## config.mk

```make
export PLATFORM = sky130hd
export DESIGN_NAME = softmax_seq_ctrl_flat
export DESIGN_NICKNAME = d
export VERILOG_FILES = /design/src/rtl/softmax_pkg.sv /design/src/rtl/softmax_seq_ctrl_if.sv /design/src/rtl/softmax_vec_buf.sv /design/src/rtl/softmax_seq_ctrl.sv /design/src/flat_wrapper.sv
export SDC_FILE = /design/constraint.sdc
export NUM_CORES = 1
export LEC_CHECK = 0
export CAP_MARGIN = 20
export CORE_UTILIZATION = 52
export CTS_CLUSTER_DIAMETER = 80
export DETAILED_ROUTE_END_ITERATION = 16
export GPL_TIMING_DRIVEN = 0
export PLACE_DENSITY = 0.74
export SETUP_SLACK_MARGIN = 0.1
export SYNTH_ARGS = -nofsm -noshare
export SYNTH_HDL_FRONTEND = slang
export SYNTH_SLANG_ARGS = --single-unit
```

## constraint.sdc

```tcl
create_clock -name clock_i -period 4.2 [get_ports clock_i]
set_input_delay 0.84 -clock clock_i [delete_from_list [all_inputs] [get_ports clock_i]]
set_output_delay 0.84 -clock clock_i [all_outputs]
set_load 0.005 [all_outputs]
```

## src/rtl/softmax_pkg.sv

```systemverilog
// Shared types and defaults for the softmax sequencer: FSM state encoding,
// default vector geometry and the fp32 zero used on idle data outputs.
package softmax_pkg;

   localparam int DATA_SIZE_DEF      = 32;
   localparam int NUMBER_OF_DATA_DEF = 10;
   localparam int TIMEOUT_DEF        = 64;

   localparam logic [31:0] FP_ZERO = 32'h0;

   typedef enum logic [2:0] {
      S_IDLE    = 3'd0,
      S_LOAD    = 3'd1,
      S_FEED    = 3'd2,
      S_COLLECT = 3'd3,
      S_DRAIN   = 3'd4,
      S_ERROR   = 3'd5
   } state_t;

endpackage

```

## src/rtl/softmax_seq_ctrl_if.sv

```systemverilog
// Stream bundle around the softmax sequencer: upstream load, datapath feed and
// result return, downstream drain, plus status.
interface softmax_seq_ctrl_if #(
   parameter int DATA_SIZE = 32
);
   logic                 in_valid_i;
   logic [DATA_SIZE-1:0] in_data_i;
   logic                 in_ready_o;

   logic                 dp_start_o;
   logic                 dp_valid_o;
   logic [DATA_SIZE-1:0] dp_data_o;
   logic                 dp_ready_i;
   logic                 dp_result_valid_i;
   logic [DATA_SIZE-1:0] dp_result_i;

   logic                 out_valid_o;
   logic [DATA_SIZE-1:0] out_data_o;
   logic                 out_last_o;
   logic                 out_ready_i;

   logic                 busy_o;
   logic                 error_o;

   modport master (
      input  in_valid_i, in_data_i, dp_ready_i, dp_result_valid_i, dp_result_i, out_ready_i,
      output in_ready_o, dp_start_o, dp_valid_o, dp_data_o,
             out_valid_o, out_data_o, out_last_o, busy_o, error_o
   );

   modport slave (
      output in_valid_i, in_data_i, dp_ready_i, dp_result_valid_i, dp_result_i, out_ready_i,
      input  in_ready_o, dp_start_o, dp_valid_o, dp_data_o,
             out_valid_o, out_data_o, out_last_o, busy_o, error_o
   );
endinterface

```

## src/rtl/softmax_vec_buf.sv

```systemverilog
// Vector buffer: one synchronous write port, one asynchronous read port.
// Contents are not reset; the controller never reads an entry before writing it.
module softmax_vec_buf
   import softmax_pkg::*;
#(
   parameter int DATA_SIZE      = DATA_SIZE_DEF,
   parameter int NUMBER_OF_DATA = NUMBER_OF_DATA_DEF,
   parameter int CNT_W          = $clog2(NUMBER_OF_DATA + 1)
) (
   input  logic                 clock_i,
   input  logic                 we,
   input  logic [CNT_W-1:0]     waddr,
   input  logic [DATA_SIZE-1:0] wdata,
   input  logic [CNT_W-1:0]     raddr,
   output logic [DATA_SIZE-1:0] rdata
);

   logic [DATA_SIZE-1:0] mem [NUMBER_OF_DATA];

   always_ff @(posedge clock_i) begin
      if (we) mem[waddr] <= wdata;
   end

   // feed_idx may sit at N after the last feed; keep the read in range
   assign rdata = (raddr < CNT_W'(NUMBER_OF_DATA)) ? mem[raddr] : DATA_SIZE'(FP_ZERO);

endmodule

```

## src/rtl/softmax_seq_ctrl.sv

```systemverilog
// Softmax sequencer: load one vector, replay it into the datapath, collect the
// results in place under a watchdog, then drain them downstream with a last flag.
//
// state     | meaning
// ----------+----------------------------------------------------------
// S_IDLE    | waiting for first word of a vector (in_ready high)
// S_LOAD    | capturing words 1..N-1 into the buffer
// S_FEED    | replaying buffer to datapath, results may already return
// S_COLLECT | all words fed, waiting for remaining results (watchdog)
// S_DRAIN   | sending results downstream, last flag on word N-1
// S_ERROR   | timeout or result overflow, held until reset
module softmax_seq_ctrl
   import softmax_pkg::*;
#(
   parameter int  DATA_SIZE      = DATA_SIZE_DEF,
   parameter int  NUMBER_OF_DATA = NUMBER_OF_DATA_DEF,
   parameter int  TIMEOUT        = TIMEOUT_DEF,
   localparam int CNT_W          = $clog2(NUMBER_OF_DATA + 1)
) (
   input  logic               clock_i,
   input  logic               reset_i,
   softmax_seq_ctrl_if.master bus
);

   localparam int WD_W = $clog2(TIMEOUT + 1);
   localparam logic [CNT_W-1:0] IDX_LAST = CNT_W'(NUMBER_OF_DATA - 1);
   localparam logic [CNT_W-1:0] IDX_ONE  = CNT_W'(1);
   localparam logic [WD_W-1:0]  WD_LOAD  = WD_W'(TIMEOUT - 1);
   localparam logic [WD_W-1:0]  WD_ONE   = WD_W'(1);

   state_t state, state_nxt;

   logic [CNT_W-1:0]     wr_idx, wr_idx_nxt;
   logic [CNT_W-1:0]     feed_idx, feed_idx_nxt;
   logic [CNT_W-1:0]     res_idx, res_idx_nxt;
   logic [CNT_W-1:0]     rd_idx, rd_idx_nxt;
   logic [WD_W-1:0]      wd_cnt, wd_cnt_nxt;

   logic                 buf_we;
   logic [CNT_W-1:0]     buf_waddr;
   logic [CNT_W-1:0]     buf_raddr;
   logic [DATA_SIZE-1:0] buf_wdata;
   logic [DATA_SIZE-1:0] buf_rdata;

   logic                 in_ready;
   logic                 dp_valid;
   logic                 out_valid;
   logic                 overflow;

   always_ff @(posedge clock_i or posedge reset_i) begin
      if (reset_i) begin
         state    <= S_IDLE;
         wr_idx   <= '0;
         feed_idx <= '0;
         res_idx  <= '0;
         rd_idx   <= '0;
         wd_cnt   <= '0;
      end else begin
         state    <= state_nxt;
         wr_idx   <= wr_idx_nxt;
         feed_idx <= feed_idx_nxt;
         res_idx  <= res_idx_nxt;
         rd_idx   <= rd_idx_nxt;
         wd_cnt   <= wd_cnt_nxt;
      end
   end

   always_comb begin
      state_nxt    = state;
      wr_idx_nxt   = wr_idx;
      feed_idx_nxt = feed_idx;
      res_idx_nxt  = res_idx;
      rd_idx_nxt   = rd_idx;
      wd_cnt_nxt   = wd_cnt;
      buf_we       = 1'b0;
      buf_waddr    = wr_idx;
      buf_wdata    = bus.in_data_i;
      in_ready     = 1'b0;
      dp_valid     = 1'b0;
      out_valid    = 1'b0;
      // a result may only land on an entry that has already been fed
      overflow     = bus.dp_result_valid_i && (res_idx == feed_idx);

      case (state)
         S_IDLE: begin
            in_ready = ~reset_i;
            if (bus.in_valid_i && in_ready) begin
               buf_we     = 1'b1;
               buf_waddr  = '0;
               wr_idx_nxt = IDX_ONE;
               state_nxt  = S_LOAD;
            end
         end

         S_LOAD: begin
            in_ready = 1'b1;
            if (bus.in_valid_i) begin
               buf_we     = 1'b1;
               wr_idx_nxt = wr_idx + IDX_ONE;
               if (wr_idx == IDX_LAST) begin
                  feed_idx_nxt = '0;
                  res_idx_nxt  = '0;
                  state_nxt    = S_FEED;
               end
            end
         end

         S_FEED: begin
            dp_valid = 1'b1;
            if (bus.dp_ready_i) feed_idx_nxt = feed_idx + IDX_ONE;
            if (overflow) begin
               state_nxt = S_ERROR;
            end else begin
               if (bus.dp_result_valid_i) begin
                  buf_we      = 1'b1;
                  buf_waddr   = res_idx;
                  buf_wdata   = bus.dp_result_i;
                  res_idx_nxt = res_idx + IDX_ONE;
                  wd_cnt_nxt  = WD_LOAD;
               end
               if (bus.dp_ready_i && (feed_idx == IDX_LAST)) begin
                  wd_cnt_nxt = WD_LOAD;
                  state_nxt  = S_COLLECT;
               end
            end
         end

         S_COLLECT: begin
            if (overflow) begin
               state_nxt = S_ERROR;
            end else if (bus.dp_result_valid_i) begin
               buf_we      = 1'b1;
               buf_waddr   = res_idx;
               buf_wdata   = bus.dp_result_i;
               res_idx_nxt = res_idx + IDX_ONE;
               wd_cnt_nxt  = WD_LOAD;
               if (res_idx == IDX_LAST) begin
                  rd_idx_nxt = '0;
                  state_nxt  = S_DRAIN;
               end
            end else if (wd_cnt == '0) begin
               state_nxt = S_ERROR;
            end else begin
               wd_cnt_nxt = wd_cnt - WD_ONE;
            end
         end

         S_DRAIN: begin
            out_valid = 1'b1;
            if (bus.out_ready_i) begin
               if (rd_idx == IDX_LAST) begin
                  wr_idx_nxt   = '0;
                  feed_idx_nxt = '0;
                  res_idx_nxt  = '0;
                  rd_idx_nxt   = '0;
                  state_nxt    = S_IDLE;
               end else begin
                  rd_idx_nxt = rd_idx + IDX_ONE;
               end
            end
         end

         S_ERROR: begin
            state_nxt = S_ERROR;
         end

         default: begin
            state_nxt = S_IDLE;
         end
      endcase
   end

   assign buf_raddr = (state == S_DRAIN) ? rd_idx : feed_idx;

   softmax_vec_buf #(
      .DATA_SIZE      (DATA_SIZE),
      .NUMBER_OF_DATA (NUMBER_OF_DATA),
      .CNT_W          (CNT_W)
   ) u_vec_buf (
      .clock_i (clock_i),
      .we      (buf_we),
      .waddr   (buf_waddr),
      .wdata   (buf_wdata),
      .raddr   (buf_raddr),
      .rdata   (buf_rdata)
   );

   assign bus.in_ready_o  = in_ready;
   assign bus.dp_valid_o  = dp_valid;
   assign bus.dp_start_o  = dp_valid && (feed_idx == '0);
   assign bus.dp_data_o   = dp_valid ? buf_rdata : DATA_SIZE'(FP_ZERO);
   assign bus.out_valid_o = out_valid;
   assign bus.out_data_o  = out_valid ? buf_rdata : DATA_SIZE'(FP_ZERO);
   assign bus.out_last_o  = out_valid && (rd_idx == IDX_LAST);
   assign bus.busy_o      = (state != S_IDLE);
   assign bus.error_o     = (state == S_ERROR);

endmodule

```

## src/flat_wrapper.sv

```systemverilog
// flat-port wrapper written by rule: the top's interface ports become plain ports
module softmax_seq_ctrl_flat import softmax_pkg::*;
#(
   parameter int  DATA_SIZE      = DATA_SIZE_DEF,
   parameter int  NUMBER_OF_DATA = NUMBER_OF_DATA_DEF,
   parameter int  TIMEOUT        = TIMEOUT_DEF,
   localparam int CNT_W          = $clog2(NUMBER_OF_DATA + 1)
)
  (clock_i, reset_i, bus_in_valid_i, bus_in_data_i, bus_dp_ready_i, bus_dp_result_valid_i, bus_dp_result_i, bus_out_ready_i, bus_in_ready_o, bus_dp_start_o, bus_dp_valid_o, bus_dp_data_o, bus_out_valid_o, bus_out_data_o, bus_out_last_o, bus_busy_o, bus_error_o);
  softmax_seq_ctrl_if #(.DATA_SIZE(DATA_SIZE)) bus_i ();
  input  logic clock_i;
  input  logic reset_i;
  input wire logic [$bits(bus_i.in_valid_i)-1:0] bus_in_valid_i;
  input wire logic [$bits(bus_i.in_data_i)-1:0] bus_in_data_i;
  input wire logic [$bits(bus_i.dp_ready_i)-1:0] bus_dp_ready_i;
  input wire logic [$bits(bus_i.dp_result_valid_i)-1:0] bus_dp_result_valid_i;
  input wire logic [$bits(bus_i.dp_result_i)-1:0] bus_dp_result_i;
  input wire logic [$bits(bus_i.out_ready_i)-1:0] bus_out_ready_i;
  output wire logic [$bits(bus_i.in_ready_o)-1:0] bus_in_ready_o;
  output wire logic [$bits(bus_i.dp_start_o)-1:0] bus_dp_start_o;
  output wire logic [$bits(bus_i.dp_valid_o)-1:0] bus_dp_valid_o;
  output wire logic [$bits(bus_i.dp_data_o)-1:0] bus_dp_data_o;
  output wire logic [$bits(bus_i.out_valid_o)-1:0] bus_out_valid_o;
  output wire logic [$bits(bus_i.out_data_o)-1:0] bus_out_data_o;
  output wire logic [$bits(bus_i.out_last_o)-1:0] bus_out_last_o;
  output wire logic [$bits(bus_i.busy_o)-1:0] bus_busy_o;
  output wire logic [$bits(bus_i.error_o)-1:0] bus_error_o;
  assign bus_i.in_valid_i = bus_in_valid_i;
  assign bus_i.in_data_i = bus_in_data_i;
  assign bus_i.dp_ready_i = bus_dp_ready_i;
  assign bus_i.dp_result_valid_i = bus_dp_result_valid_i;
  assign bus_i.dp_result_i = bus_dp_result_i;
  assign bus_i.out_ready_i = bus_out_ready_i;
  assign bus_in_ready_o = bus_i.in_ready_o;
  assign bus_dp_start_o = bus_i.dp_start_o;
  assign bus_dp_valid_o = bus_i.dp_valid_o;
  assign bus_dp_data_o = bus_i.dp_data_o;
  assign bus_out_valid_o = bus_i.out_valid_o;
  assign bus_out_data_o = bus_i.out_data_o;
  assign bus_out_last_o = bus_i.out_last_o;
  assign bus_busy_o = bus_i.busy_o;
  assign bus_error_o = bus_i.error_o;
  softmax_seq_ctrl #(.DATA_SIZE(DATA_SIZE), .NUMBER_OF_DATA(NUMBER_OF_DATA), .TIMEOUT(TIMEOUT)) u_core (.clock_i(clock_i), .reset_i(reset_i), .bus(bus_i));
endmodule
```

==> metrics.cfg <==
[run_status]
status = finished clean

[sta]
finalSetupViolCount = 0
grt_setup_unrepaired = true
finClkSkew_ns = 0.02305
max_slew_margin_pct = 27.00
slew_viol_final = 0
period_minus_slack_ns = 4.137
tns_ns = 0
finalCritPeriodShare_pct = 98.50
maxClockFrequency_mhz = 241.7
timing_hold_violations_final = 0
layout_setup_ws_ns = 0.06310
worst_pin_slew_ns = 1.095

[synthesis]
synth_area_leader_cell = edfxtp_1
syn_inst = 1211
yosysUniqueCellTypes = 64
synth_area_leaders = edfxtp_1, mux2i_1, mux2_2
synthMostInstantiatedCell = edfxtp_1
ys_seq_elements = 346
synth_fp_nets = 1292
async_flop_share_pct = 7.514
postSynthAreaPerCell_um2 = 13.77
synth_common_cells = edfxtp_1, mux2i_1, mux2_2
yosysWarnings = 0
ys.flop_type = edfxtp_1
synth-edff-count = 320
mappedNetlistArea_um2 = 16670
seq_area_frac_synth_pct = 61.53
synth_top_area_share_pct = 57.63

[clocking]
cts.sinks = 346
path_clk_slew_ns = 0.06
cts_root_buf = clkbuf_16
numCtsBuffers = 37
clk_latency_ns = 0.53
cts_hold_buffers = 0
cts_tree = yes
clk_path_buf_depth = 3
htreeDepth = 2

[floorplanning]
rows = 65
die_y_um = 181.1
start_util_pct = 52.84
io_pins = 141
core_um2 = 31560
dieArea_um2 = 32780
fp.dieW_um = 181.1

[power_and_ir_drop]
powerDensity_nw_per_um2 = 630.9
p_clk_share_pct = 23.8
switching_share_pct = 35.52
intPower_mw = 8.595
power_frac_comb_pct = 42.0
p_switching_mw = 4.734
seqPwrFrac_pct = 34.2
max-vdd-ir-drop_mv = 0.3065
power.leakage_nw = 7.629

[grt]
grt_antenna_before_repair = 0
track_usage_pct = 29.12
overflow = 0
grt_max_degree = 28
grt_pass1_wl_um = 71680
grt_pass1_vias = 12233

[flow_run]
cap_violations = 0

[route]
post_drt_wl_per_cell_um = 25.58
postRouteWirelength_um = 48120
drtAntennaViolNets = 0
dr.pass1.iters = 6
drt_first_iter_violations = 1464
num_vias = 12098
drc_errors = 0
routed_via_density = 6.432

[setup_path]
crit_type = flip-flop to output port
worstSetupStartpointType = flip-flop
cp.required_ns = 3.36
worstPathArrival_ns = 3.30
cp_max_fo = 10
slowest_delay_ns = 0.62
cpLargestDelayFamily = compound AO/OA/AOI/OAI gates
path_cells = clkbuf_2 -> clkbuf_2 -> a211oi_1 -> a2111oi_2 -> a221oi_4 -> a211oi_2 -> dlygate4sd2_1
cpMostUsedCell = clkbuf_2
slowest_stage = dfrtp_1
endpoint_kind = output port
critPathBufInv = 3

[finish]
finalNetCount = 1534
areaGrowthSynthToFinish_pct = 26.70
fillerInstances = 2193
drive_above_1_share_pct = 23.94
stdcell_count = 1881
num_antenna_cells = 0

[place]
pre_cts_ws_ns = -0.3676
numPortBuffers = 140
gp_congestion = 0.8829
placed_cells = 1766
dpl.hpwl_um = 30390

[hold_path]
hold_path_class = flip-flop to flip-flop

==> power by group through the flow <==
stage / logic, mW / clock network (mW) / registers, mW
6_report: 5.59 / 3.17 / 4.56
5_1_grt: 5.92 / 3.32 / 4.59
4_1_cts: 5.29 / 3.18 / 4.54
3_3_place_gp: 4.33 / 0 / 4.61
3_5_place_dp: 4.59 / 0 / 4.61
2_1_floorplan: 2.83 / 0 / 4.55
==> stage by stage <==
| step | hold WS (ns) | cell area (um^2) | util [%] | total power [mW] |
|---|---|---|---|---|
| after floorplan | 0.4423 | 16670 | - | 7.379 |
| after global placement | 0.4641 | 18580 | 58.87 | 8.949 |
| after detailed placement | 0.4761 | 18890 | 59.87 | 9.192 |
| after CTS | 0.4902 | 20850 | 66.06 | 13.01 |
| after global routing | 0.5282 | 21130 | 66.95 | 13.83 |
| final | 0.4861 | 21130 | 66.95 | 13.33 |
==> path summary, 6_finish.rpt <==
path                               startpoint                     endpoint  slack [ns]  cells after the start
max                        u_core.feed_idx[0]            bus_dp_data_o[29]        0.06                      7
min                          u_core.wd_cnt[5]             u_core.wd_cnt[5]        0.49                      1
max reg2reg                u_core.feed_idx[1]  u_core.u_vec_buf.mem[5][28]        0.21                      8
min reg2reg                  u_core.wd_cnt[5]             u_core.wd_cnt[5]        0.49                      1
max in group asynchronous             reset_i             u_core.rd_idx[0]        2.98                      3
min in group asynchronous             reset_i              u_core.state[1]        0.74                      2
==> cells by family after synthesis <==
kind of cell	after synthesis	synth area share, %
buffers and inverters	116	2.852
and+or+nand+nor	249	8.315
DFF	346	61.53
adders and majority gates	11	0.8254
AOI/OAI and AO/OA	223	9.613
xor gates and xnor gates	5	0.2626
muxes	261	16.60
==> state kept, by name (all words and copies together), names as in the netlist <==
signal and cells:
u_core.rd_idx 4, u_core.res_idx 4, u_core.wr_idx 4, u_core.wd_cnt 7, u_core.u_vec_buf.mem 320, u_core.state 3
u_core.feed_idx 4
==> cell usage in the layout, fill, tap and decap left out, drive strengths merged, types with 13 or more instances in the layout <==
| cell type | instances |
|---|---|
| edfxtp | 320 |
| mux2i | 152 |
| mux2 | 108 |
| clkbuf | 104 |
| buf | 101 |
| clkdlybuf4s50 | 76 |
| a211oi | 56 |
| nor3 | 47 |
| nor2b | 44 |
| a21oi | 44 |
| nand2 | 41 |
| o21ai | 35 |
| dlygate4sd2 | 34 |
| inv | 29 |
| nand3 | 27 |
| dfrtp | 26 |
| nor2 | 26 |
| nor4b | 23 |
| a222oi | 19 |
| clkinv | 16 |
| a2111oi | 14 |
| dlymetal6s2s | 13 |
==> final cells by class <==
type,count,area (um^2),area share [%]
inverters,30,125.1,0.5923
plain buffers,86,658.1,3.115
flip-flops and latches,346,10260,48.58
repair buffers,203,2041,9.660
well taps,402,503.0,2.381
clock buffers,44,983.4,4.655
clock inverters,21,186.4,0.8825
multi-input cells,749,6366,30.14
==> per-layer routing <==
layer	track usage, %	up-vias	part of all wire, %
met3	5.604	122	10
li1	-	5275	-
met2	46.39	727	47
met5	0	-	0
met4	11.90	0	3.8
met1	39.40	5974	40
==> what timing repair did <==
| item | 4_1_cts | 5_1_grt |
|---|---|---|
| setup endpoints to repair | 65 | 85 |
| gates cloned | 2 | 0 |
| pin swaps | 26 | 30 |
| setup buffers | 33 | 14 |
| resized for setup | 210 | 81 |
No activity file was read; power rests on OpenSTA's default activity.
